$ cat src/rtl/alu_pkg.sv
// Shared definitions for the ALU operation sequencer: opcodes, FSM states,
// the queued command layout and the divide-by-zero predicate.
package alu_pkg;

  localparam int DATA_W = 8;
  localparam int SEL_W  = 4;
  localparam int CMD_W  = SEL_W + 2 * DATA_W;

  typedef enum logic [SEL_W-1:0] {
    OP_ADD = 4'b0000,
    OP_SUB = 4'b0001,
    OP_MUL = 4'b0010,
    OP_DIV = 4'b0011,
    OP_MOD = 4'b0100,
    OP_SHL = 4'b0101,
    OP_SHR = 4'b0110,
    OP_ROL = 4'b0111,
    OP_AND = 4'b1000,
    OP_OR  = 4'b1001,
    OP_XOR = 4'b1010,
    OP_NOT = 4'b1011,
    OP_NOR = 4'b1100,
    OP_LT  = 4'b1101,
    OP_GT  = 4'b1110,
    OP_EQ  = 4'b1111
  } alu_op_e;

  typedef enum logic [1:0] {
    ST_IDLE = 2'd0,
    ST_EXEC = 2'd1,
    ST_DONE = 2'd2
  } seq_state_e;

  typedef struct packed {
    logic [SEL_W-1:0]  sel;
    logic [DATA_W-1:0] a;
    logic [DATA_W-1:0] b;
  } alu_cmd_t;

  function automatic logic is_div_by_zero(input logic [SEL_W-1:0]  sel,
                                          input logic [DATA_W-1:0] b);
    return (sel == OP_DIV) && (b == '0);
  endfunction

endpackage

$ cat src/rtl/alu_cmd_fifo.sv
// Command queue for the sequencer: DEPTH entries, head visible on rdata.
// Pointers carry one extra bit so full and empty can be told apart.
module alu_cmd_fifo
  import alu_pkg::*;
#(
  parameter int DEPTH = 4,
  parameter int WIDTH = CMD_W
) (
  input  logic             clk,
  input  logic             rst_n,
  input  logic             push,
  input  logic             pop,
  input  logic [WIDTH-1:0] wdata,
  output logic [WIDTH-1:0] rdata,
  output logic             full,
  output logic             empty
);

  localparam int PTR_W = $clog2(DEPTH);

  logic [PTR_W:0]   wr_ptr_q, wr_ptr_d;
  logic [PTR_W:0]   rd_ptr_q, rd_ptr_d;
  logic [WIDTH-1:0] mem_q [DEPTH];
  logic [WIDTH-1:0] mem_d [DEPTH];
  logic             do_push;
  logic             do_pop;

  // Same index with differing wrap bits means the writer has lapped the reader.
  assign full  = (wr_ptr_q[PTR_W] != rd_ptr_q[PTR_W]) &&
                 (wr_ptr_q[PTR_W-1:0] == rd_ptr_q[PTR_W-1:0]);
  assign empty = (wr_ptr_q == rd_ptr_q);

  assign do_push = push && !full;
  assign do_pop  = pop && !empty;
  assign rdata   = mem_q[rd_ptr_q[PTR_W-1:0]];

  always_comb begin
    wr_ptr_d = wr_ptr_q;
    rd_ptr_d = rd_ptr_q;
    mem_d    = mem_q;
    if (do_push) begin
      mem_d[wr_ptr_q[PTR_W-1:0]] = wdata;
      wr_ptr_d = wr_ptr_q + (PTR_W+1)'(1);
    end
    if (do_pop) begin
      rd_ptr_d = rd_ptr_q + (PTR_W+1)'(1);
    end
  end

  always_ff @(posedge clk) begin
    if (!rst_n) begin
      wr_ptr_q <= '0;
      rd_ptr_q <= '0;
    end else begin
      wr_ptr_q <= wr_ptr_d;
      rd_ptr_q <= rd_ptr_d;
    end
  end

  always_ff @(posedge clk) begin
    mem_q <= mem_d;
  end

endmodule

$ cat src/rtl/alu_op_sequencer.sv
// Queues ALU commands, drives them one at a time into an external ALU,
// captures each result and hands it to the consumer with valid/ready.
module alu_op_sequencer
  import alu_pkg::*;
#(
  parameter int FIFO_DEPTH = 4
) (
  input  logic              clk,
  input  logic              rst_n,
  input  logic              cmd_valid,
  output logic              cmd_ready,
  input  logic [SEL_W-1:0]  cmd_sel,
  input  logic [DATA_W-1:0] cmd_a,
  input  logic [DATA_W-1:0] cmd_b,
  output logic [DATA_W-1:0] alu_a,
  output logic [DATA_W-1:0] alu_b,
  output logic [SEL_W-1:0]  alu_sel,
  input  logic [DATA_W-1:0] alu_out,
  input  logic              alu_carry,
  output logic              res_valid,
  input  logic              res_ready,
  output logic [DATA_W-1:0] res_data,
  output logic              res_carry,
  output logic              res_err,
  output logic [15:0]       ops_done
);

  seq_state_e        state_q, state_d;
  logic [DATA_W-1:0] alu_a_q, alu_a_d;
  logic [DATA_W-1:0] alu_b_q, alu_b_d;
  logic [SEL_W-1:0]  alu_sel_q, alu_sel_d;
  logic [DATA_W-1:0] res_data_q, res_data_d;
  logic              res_carry_q, res_carry_d;
  logic              res_err_q, res_err_d;
  logic [15:0]       ops_done_q, ops_done_d;

  alu_cmd_t cmd_in;
  alu_cmd_t fifo_head;
  logic     fifo_full;
  logic     fifo_empty;
  logic     fifo_pop;

  assign cmd_in    = {cmd_sel, cmd_a, cmd_b};
  assign cmd_ready = !fifo_full;

  alu_cmd_fifo #(
    .DEPTH (FIFO_DEPTH),
    .WIDTH (CMD_W)
  ) u_cmd_fifo (
    .clk   (clk),
    .rst_n (rst_n),
    .push  (cmd_valid),
    .pop   (fifo_pop),
    .wdata (cmd_in),
    .rdata (fifo_head),
    .full  (fifo_full),
    .empty (fifo_empty)
  );

  always_comb begin
    state_d     = state_q;
    alu_a_d     = alu_a_q;
    alu_b_d     = alu_b_q;
    alu_sel_d   = alu_sel_q;
    res_data_d  = res_data_q;
    res_carry_d = res_carry_q;
    res_err_d   = res_err_q;
    ops_done_d  = ops_done_q;
    fifo_pop    = 1'b0;

    unique case (state_q)
      ST_IDLE: begin
        if (!fifo_empty) begin
          fifo_pop = 1'b1;
          state_d  = ST_EXEC;
        end
      end
      ST_EXEC: begin
        // Divide by zero overrides whatever the external ALU produced.
        if (is_div_by_zero(alu_sel_q, alu_b_q)) begin
          res_data_d  = 8'hFF;
          res_carry_d = 1'b0;
          res_err_d   = 1'b1;
        end else begin
          res_data_d  = alu_out;
          res_carry_d = (alu_sel_q == OP_ADD) && alu_carry;
          res_err_d   = 1'b0;
        end
        state_d = ST_DONE;
      end
      ST_DONE: begin
        if (res_ready) begin
          ops_done_d = ops_done_q + 16'd1;
          if (!fifo_empty) begin
            fifo_pop = 1'b1;
            state_d  = ST_EXEC;
          end else begin
            state_d = ST_IDLE;
          end
        end
      end
      default: state_d = ST_IDLE;
    endcase

    if (fifo_pop) begin
      alu_a_d   = fifo_head.a;
      alu_b_d   = fifo_head.b;
      alu_sel_d = fifo_head.sel;
    end
  end

  always_ff @(posedge clk) begin
    if (!rst_n) begin
      state_q     <= ST_IDLE;
      alu_a_q     <= '0;
      alu_b_q     <= '0;
      alu_sel_q   <= '0;
      res_data_q  <= '0;
      res_carry_q <= 1'b0;
      res_err_q   <= 1'b0;
      ops_done_q  <= '0;
    end else begin
      state_q     <= state_d;
      alu_a_q     <= alu_a_d;
      alu_b_q     <= alu_b_d;
      alu_sel_q   <= alu_sel_d;
      res_data_q  <= res_data_d;
      res_carry_q <= res_carry_d;
      res_err_q   <= res_err_d;
      ops_done_q  <= ops_done_d;
    end
  end

  assign alu_a     = alu_a_q;
  assign alu_b     = alu_b_q;
  assign alu_sel   = alu_sel_q;
  assign res_valid = (state_q == ST_DONE);
  assign res_data  = res_data_q;
  assign res_carry = res_carry_q;
  assign res_err   = res_err_q;
  assign ops_done  = ops_done_q;

endmodule

$ cat config.mk
export PLATFORM = sky130hd
export DESIGN_NAME = alu_op_sequencer
export DESIGN_NICKNAME = d
export VERILOG_FILES = /design/src/rtl/alu_pkg.sv /design/src/rtl/alu_cmd_fifo.sv /design/src/rtl/alu_op_sequencer.sv
export SDC_FILE = /design/constraint.sdc
export NUM_CORES = 1
export LEC_CHECK = 0
export CAP_MARGIN = 5
export CORE_MARGIN = 2
export CORE_UTILIZATION = 50
export DETAILED_ROUTE_END_ITERATION = 12
export HOLD_SLACK_MARGIN = 0.1
export MAX_ROUTING_LAYER = met4
export PLACE_DENSITY = 0.77
export SETUP_SLACK_MARGIN = 0.2
export SLEW_MARGIN = 20
export SYNTH_ARGS = -nofsm -noshare
export SYNTH_HDL_FRONTEND = slang
export SYNTH_HIERARCHICAL = 1
export SYNTH_SLANG_ARGS = --single-unit
$ cat constraint.sdc
create_clock -name clk -period 2.57 [get_ports clk]
set_input_delay 0.3855 -clock clk [delete_from_list [all_inputs] [get_ports clk]]
set_output_delay 0.3855 -clock clk [all_outputs]
set_load 0.005 [all_outputs]
# Word-level counts from Yosys, hierarchy flattened
# Index checks and enable logic that the tools add are counted.
[word_totals]
regBits = 134
output_inout_bits = 48
[classes]
n_addsub = 3
order_cmp = 3
eq_ne = 8
mux = 16
n_bitwise = 2
reduce_logical = 13
[ops]
columns = ["operator", "n"]
rows = [
  ["$bwmux 80", 1],
  ["$mux 20", 3],
  ["$bmux 20 s2", 1],
  ["$demux 20 s2", 1],
  ["$add 16x1->16 const B", 1],
  ["$logic_not 8->1", 1],
  ["$mux 8", 1],
  ["$add 3x1->3 const B", 2],
  ["$ge 3x3->1 const B", 2],
  ["$logic_and 1x1->1", 6],
  ["$not 2->3", 2],
  ["$pmux 2 s3", 1],
  ["$mux 1", 5],
  ["$eq 4x2->1 const B", 1],
  ["$logic_not 4->1", 1],
  ["$mux 2", 2],
  ["$reduce_and 2->1", 2],
  ["$eq 3x3->1", 1],
  ["$lt 3x1->1 const B", 1],
  ["$eq 2x1->1 const B", 1],
  ["$eq 2x2->1", 1],
  ["$eq 2x2->1 const B", 1],
  ["$logic_not 1->1", 2],
  ["$logic_not 2->1", 1],
  ["4 further kinds", 4],
]

# Longest topological paths before layout
[logic_depth]
word_depth = 6
mapped_depth = 9

# Modules after synthesis
# The synthesis kept the hierarchy.
[modules_own_cells]
columns = ["mod", "instances", "cells_per_inst", "area_each_um2"]
rows = [
  ["alu_cmd_fifo", 1, 174, 3440.8],
  ["alu_op_sequencer", 1, 232, 1898.1],
]

# Worst setup path after synthesis
# No wires, ideal clock.
[synth_timing]
path_type = "reg2reg"
from = "reg u_cmd_fifo.wr_ptr_q[0]"
to = "reg u_cmd_fifo.rd_ptr_q[2]"
t_arrival_ns = 2.149
required_ns = 2.496
setup_slack_ns = 0.346
stages_incl_launch_ff = 9
path_buffers = 1
period_less_slack_ns = 2.224
path_cell_list = "dfxtp_1 -> xor2_2 -> nor3_1 -> or3_1 -> inv_2 -> buf_2 -> nand2_1 -> or4_1 -> a31oi_1"
[synth_via]
elab_chain_len = 5
[synth_lines]
columns = ["element", "line_no", "source"]
rows = [
  ["start, declared", "alu_cmd_fifo.sv:21", "logic [PTR_W:0] wr_ptr_q, wr_ptr_d;"],
  ["start signal, assigned", "alu_cmd_fifo.sv:55", "wr_ptr_q <= wr_ptr_d;"],
  ["$eq 3x3->1 (*)", "alu_cmd_fifo.sv:31", "assign empty = (wr_ptr_q == rd_ptr_q);"],
  ["via fifo_empty", "alu_op_sequencer.sv:40", "logic fifo_empty;"],
  ["$mux 1 (*)", "alu_op_sequencer.sv:73, alu_op_sequencer.sv:94", ""],
  ["$mux 1", "alu_op_sequencer.sv:92", "if (res_ready) begin"],
  ["$pmux 1 s2 (*)", "alu_op_sequencer.sv:71", "unique case (state_q)"],
  ["via fifo_pop", "alu_op_sequencer.sv:41", "logic fifo_pop;"],
  ["$logic_and 1x1->1 (*)", "alu_cmd_fifo.sv:34", "assign do_pop = pop && !empty;"],
  ["end signal, assigned", "alu_cmd_fifo.sv:56", "rd_ptr_q <= rd_ptr_d;"],
  ["end, declared", "alu_cmd_fifo.sv:22", "logic [PTR_W:0] rd_ptr_q, rd_ptr_d;"],
]
# Mark *: on every way through the listed nets, which the timed path passes. The rest lies on a longest branch.
# A chain may end at the register's enable or synchronous reset.

# Worst setup path after layout
[layout_timing]
from = "reg u_cmd_fifo.rd_ptr_q[0]"
to = "out cmd_ready"
[layout_via]
elab_chain_len = 3
[layout_lines]
columns = ["element", "line_no", "source"]
rows = [
  ["$eq 2x2->1", "alu_cmd_fifo.sv:30", "(wr_ptr_q[PTR_W-1:0] == rd_ptr_q[PTR_W-1:0]);"],
  ["$logic_and 1x1->1", "alu_cmd_fifo.sv:29", "assign full = (wr_ptr_q[PTR_W] != rd_ptr_q[PTR_W]) &&"],
  ["via fifo_full", "alu_op_sequencer.sv:39", "logic fifo_full;"],
  ["$logic_not 1->1", "alu_op_sequencer.sv:44", "assign cmd_ready = !fifo_full;"],
  ["end, declared", "alu_op_sequencer.sv:11", "output logic cmd_ready,"],
]
# The timed path passes the listed nets, and every way through them passes these cells.

==> impl_results.md <==
* Layout Utilization at 67.8%
* Leakage power at 2.39 nW
* Max Fclk at 439 MHz
* Die H at 107 um
* Port Buffers at 80
* Max FO, Critical Path at 7
* Max_cap viols at 0
* Iter 0 DRT Violations at 235
* Pwr/cell area at 993 nW/um^2
* Starting Density at 51.7%
* Worst-path cell chain: xor2_2 > buf_4 > nor3_2 > inv_1 > clkdlybuf4s50_1
* Fin crit period at 2280 ps
* Max stage delay on crit path at 490 ps
* Synth Register Bits at 134
* Worst Path Class, Setup: register to output port
* Clk root buf: clkbuf_8
* Clk_skew at 6.32 ps
* DRT Pass-1 Iters at 4
* Mapped Cells at 406
* Nets at 535
* Final Hold Viols at 0
* # DRC at 0
* Largest net degree at the start of global routing at 33
* Core area at 10300 sq um
* RSZ-0062 raised after global routing: false
* Total Routed Length at 10900 um
* TNS Setup at 0 ps
* CP endpoint kind: output port
* Syn avg cell area at 13.1 sq um
* Vias in the first global route at 3564
* Ant. Diodes at 0
* Synth Warn # at 6
* H-tree depth at 4
* Worst-Skew Late Latency at 520 ps
* Async SR Flop Fraction at 0%
* TritonCTS clock tree: done
* Antenna Nets Post-Route at 0
* CP startpoint kind: register
* Hold Path Class: register to register
* Total I/O pin count at 81
* Clock Pin Slew Worst Setup and Hold Paths at 60 ps
* Deepest clock path buffer count at 2
* Main flop type after synthesis: edfxtp_1
* DR vias at 3523
* Tot GR Track Use at 20.8%
* Dpl hpwl at 7100 um
* Post-Synthesis Cell Area at 5340 sq um
* Slew @ Worst Pin at 617 ps
* Synthesized Nets at 445
* Area growth syn-to-layout at 31.1%
* CP max stage cell: clkdlybuf4s50_1
* Final Cycle Share at 88.7%
* Maximum vdd ir drop at 612 uV
* Critical path arrival at 1890 ps
* FILL cells at 727
* Slew HR at 58.7%
* Share of cells above drive strength 1 at 15.3%
* Die area at 11500 sq um
* CTS Sinks at 134
* Global-route wire length before repair at 17500 um
* Row count at 37
* Setup bufs post-CTS at 0
* DR WL/cell at 16.9 um
* # hold bufs at CTS at 0
* Count of cell types in the netlist at 44
* Cts bufs inserted at 17
* Post-synthesis sequential area ratio at 65.2%
* Die Span X at 107 um
* Final Max Tran Viols at 0
* Antenna violations before repair at 0
* Worst endpoint required time at 2180 ps
* Routability cong. at 0.833
* Final setup violation count at 0
* Post-synth EDFFs at 80
* CTS resizes at 3
* Total gr overflow at 0
* Via/cell ratio at 5.46
* Status: finished, final reports clean
==> stage by stage <==
stage	setup slack, ps	area, sq um	instances	hold slack (ps)	power, mW
3_5_place_dp	217	6370	613	447	4.65
4_1_cts	240	6960	645	455	6.98
5_1_grt	221	7000	645	466	7.29
6_report	291	7000	645	453	6.95
2_1_floorplan	347	5340	406	448	3.86
3_3_place_gp	238	6370	613	442	4.61
==> critical path, delay by kind of cell, from the launching register on <==
kind,cells,cell delay [ps]
buffers and inverters,3,730
AND/OR/NAND/NOR,1,50
flip-flops,1,420
XOR/XNOR,1,170
==> sequential cells by signal (all words and copies together) (netlist names) <==
name	flops
alu_a	8
alu_b	8
alu_sel	4
ops_done	16
res_carry	1
res_data	8
res_err	1
state_q	2
u_cmd_fifo/mem_q	80
u_cmd_fifo/rd_ptr_q	3
u_cmd_fifo/wr_ptr_q	3
==> path summary, 6_finish.rpt <==
| path | from | slack (ps) | depth (start not counted) | endpoint |
|---|---|---|---|---|
| worst max-delay path | u_cmd_fifo/rd_ptr_q[0]$_SDFFE_PN0P_ | 290 | 5 | cmd_ready |
| worst min-delay path | res_carry$_SDFFE_PN0N_ | 450 | 2 | res_carry$_SDFFE_PN0N_ |
| worst max register to register | u_cmd_fifo/rd_ptr_q[2]$_SDFFE_PN0P_ | 370 | 7 | u_cmd_fifo/rd_ptr_q[2]$_SDFFE_PN0P_ |
| worst min register to register | res_carry$_SDFFE_PN0N_ | 450 | 2 | res_carry$_SDFFE_PN0N_ |
==> cells in the final DEF, fill, tap and decap left out, types with 6 or more instances in the layout <==
master,synthesis,final
or3_1,9,9
dfxtp_1,54,49
mux4_2,20,20
o21ai_0,16,16
nor2_1,21,21
nand2_1,51,51
ha_1,6,6
clkdlybuf4s50_1,0,80
buf_4,1,8
clkbuf_16,0,18
nor3_1,12,11
edfxtp_1,80,80
inv_1,9,9
nand3_1,9,9
nand4_1,6,6
a21oi_1,33,33
==> metal layers <==
layer / global-route usage, % / wire, um
met1: 24.0 / 4560
met2: 35.1 / 5630
met3: 5.81 / 569
met4: 7.23 / 148
met5: - / 0
==> where the power goes <==
group          switching, mW  leakage, nW  internal (mW)
combinational          0.901        0.916          0.919
sequential             0.199         1.18           2.61
clock                  0.866        0.295           1.45
==> Yosys cell counts (all sizes together) (4+ instances only) <==
cell type,count,area (sq um)
edfxtp,80,2400
dfxtp,54,1080
nand2,51,191
a21oi,33,165
nor2,21,78.8
mux4,20,450
o21ai,17,85.1
clkbuf,14,52.6
nor3,12,60.1
inv,10,37.5
nand3,9,45.0
or3,9,56.3
buf,8,48.8
xor2,8,92.6
ha,6,75.1
nand4,6,37.5
xnor2,6,60.1
nand3b,5,50.1
and2,4,25.0
nor4,4,25.0
or4,4,30.0
==> cell type report <==
| cell class | count | area (sq um) | share of cell area [%] |
|---|---|---|---|
| Sequential cell | 134 | 3490 | 49.9 |
| Clock buffer | 22 | 497 | 7.10 |
| Inverter | 10 | 37.5 | 0.536 |
| Tap cell | 136 | 170 | 2.43 |
| Timing Repair Buffer | 93 | 961 | 13.7 |
| Multi-Input combinational cell | 240 | 1750 | 25.0 |
| Clock inverter | 10 | 88.8 | 1.27 |
==> kinds of logic after synthesis <==
family / share of synthesized area, %
compound gates: 6.12
xor+xnor: 2.86
fa+ha+maj: 1.41
buf+inv: 2.60
flops: 65.2
mux: 8.62
simple gates: 13.1
Power figures use the tool's default switching activity.
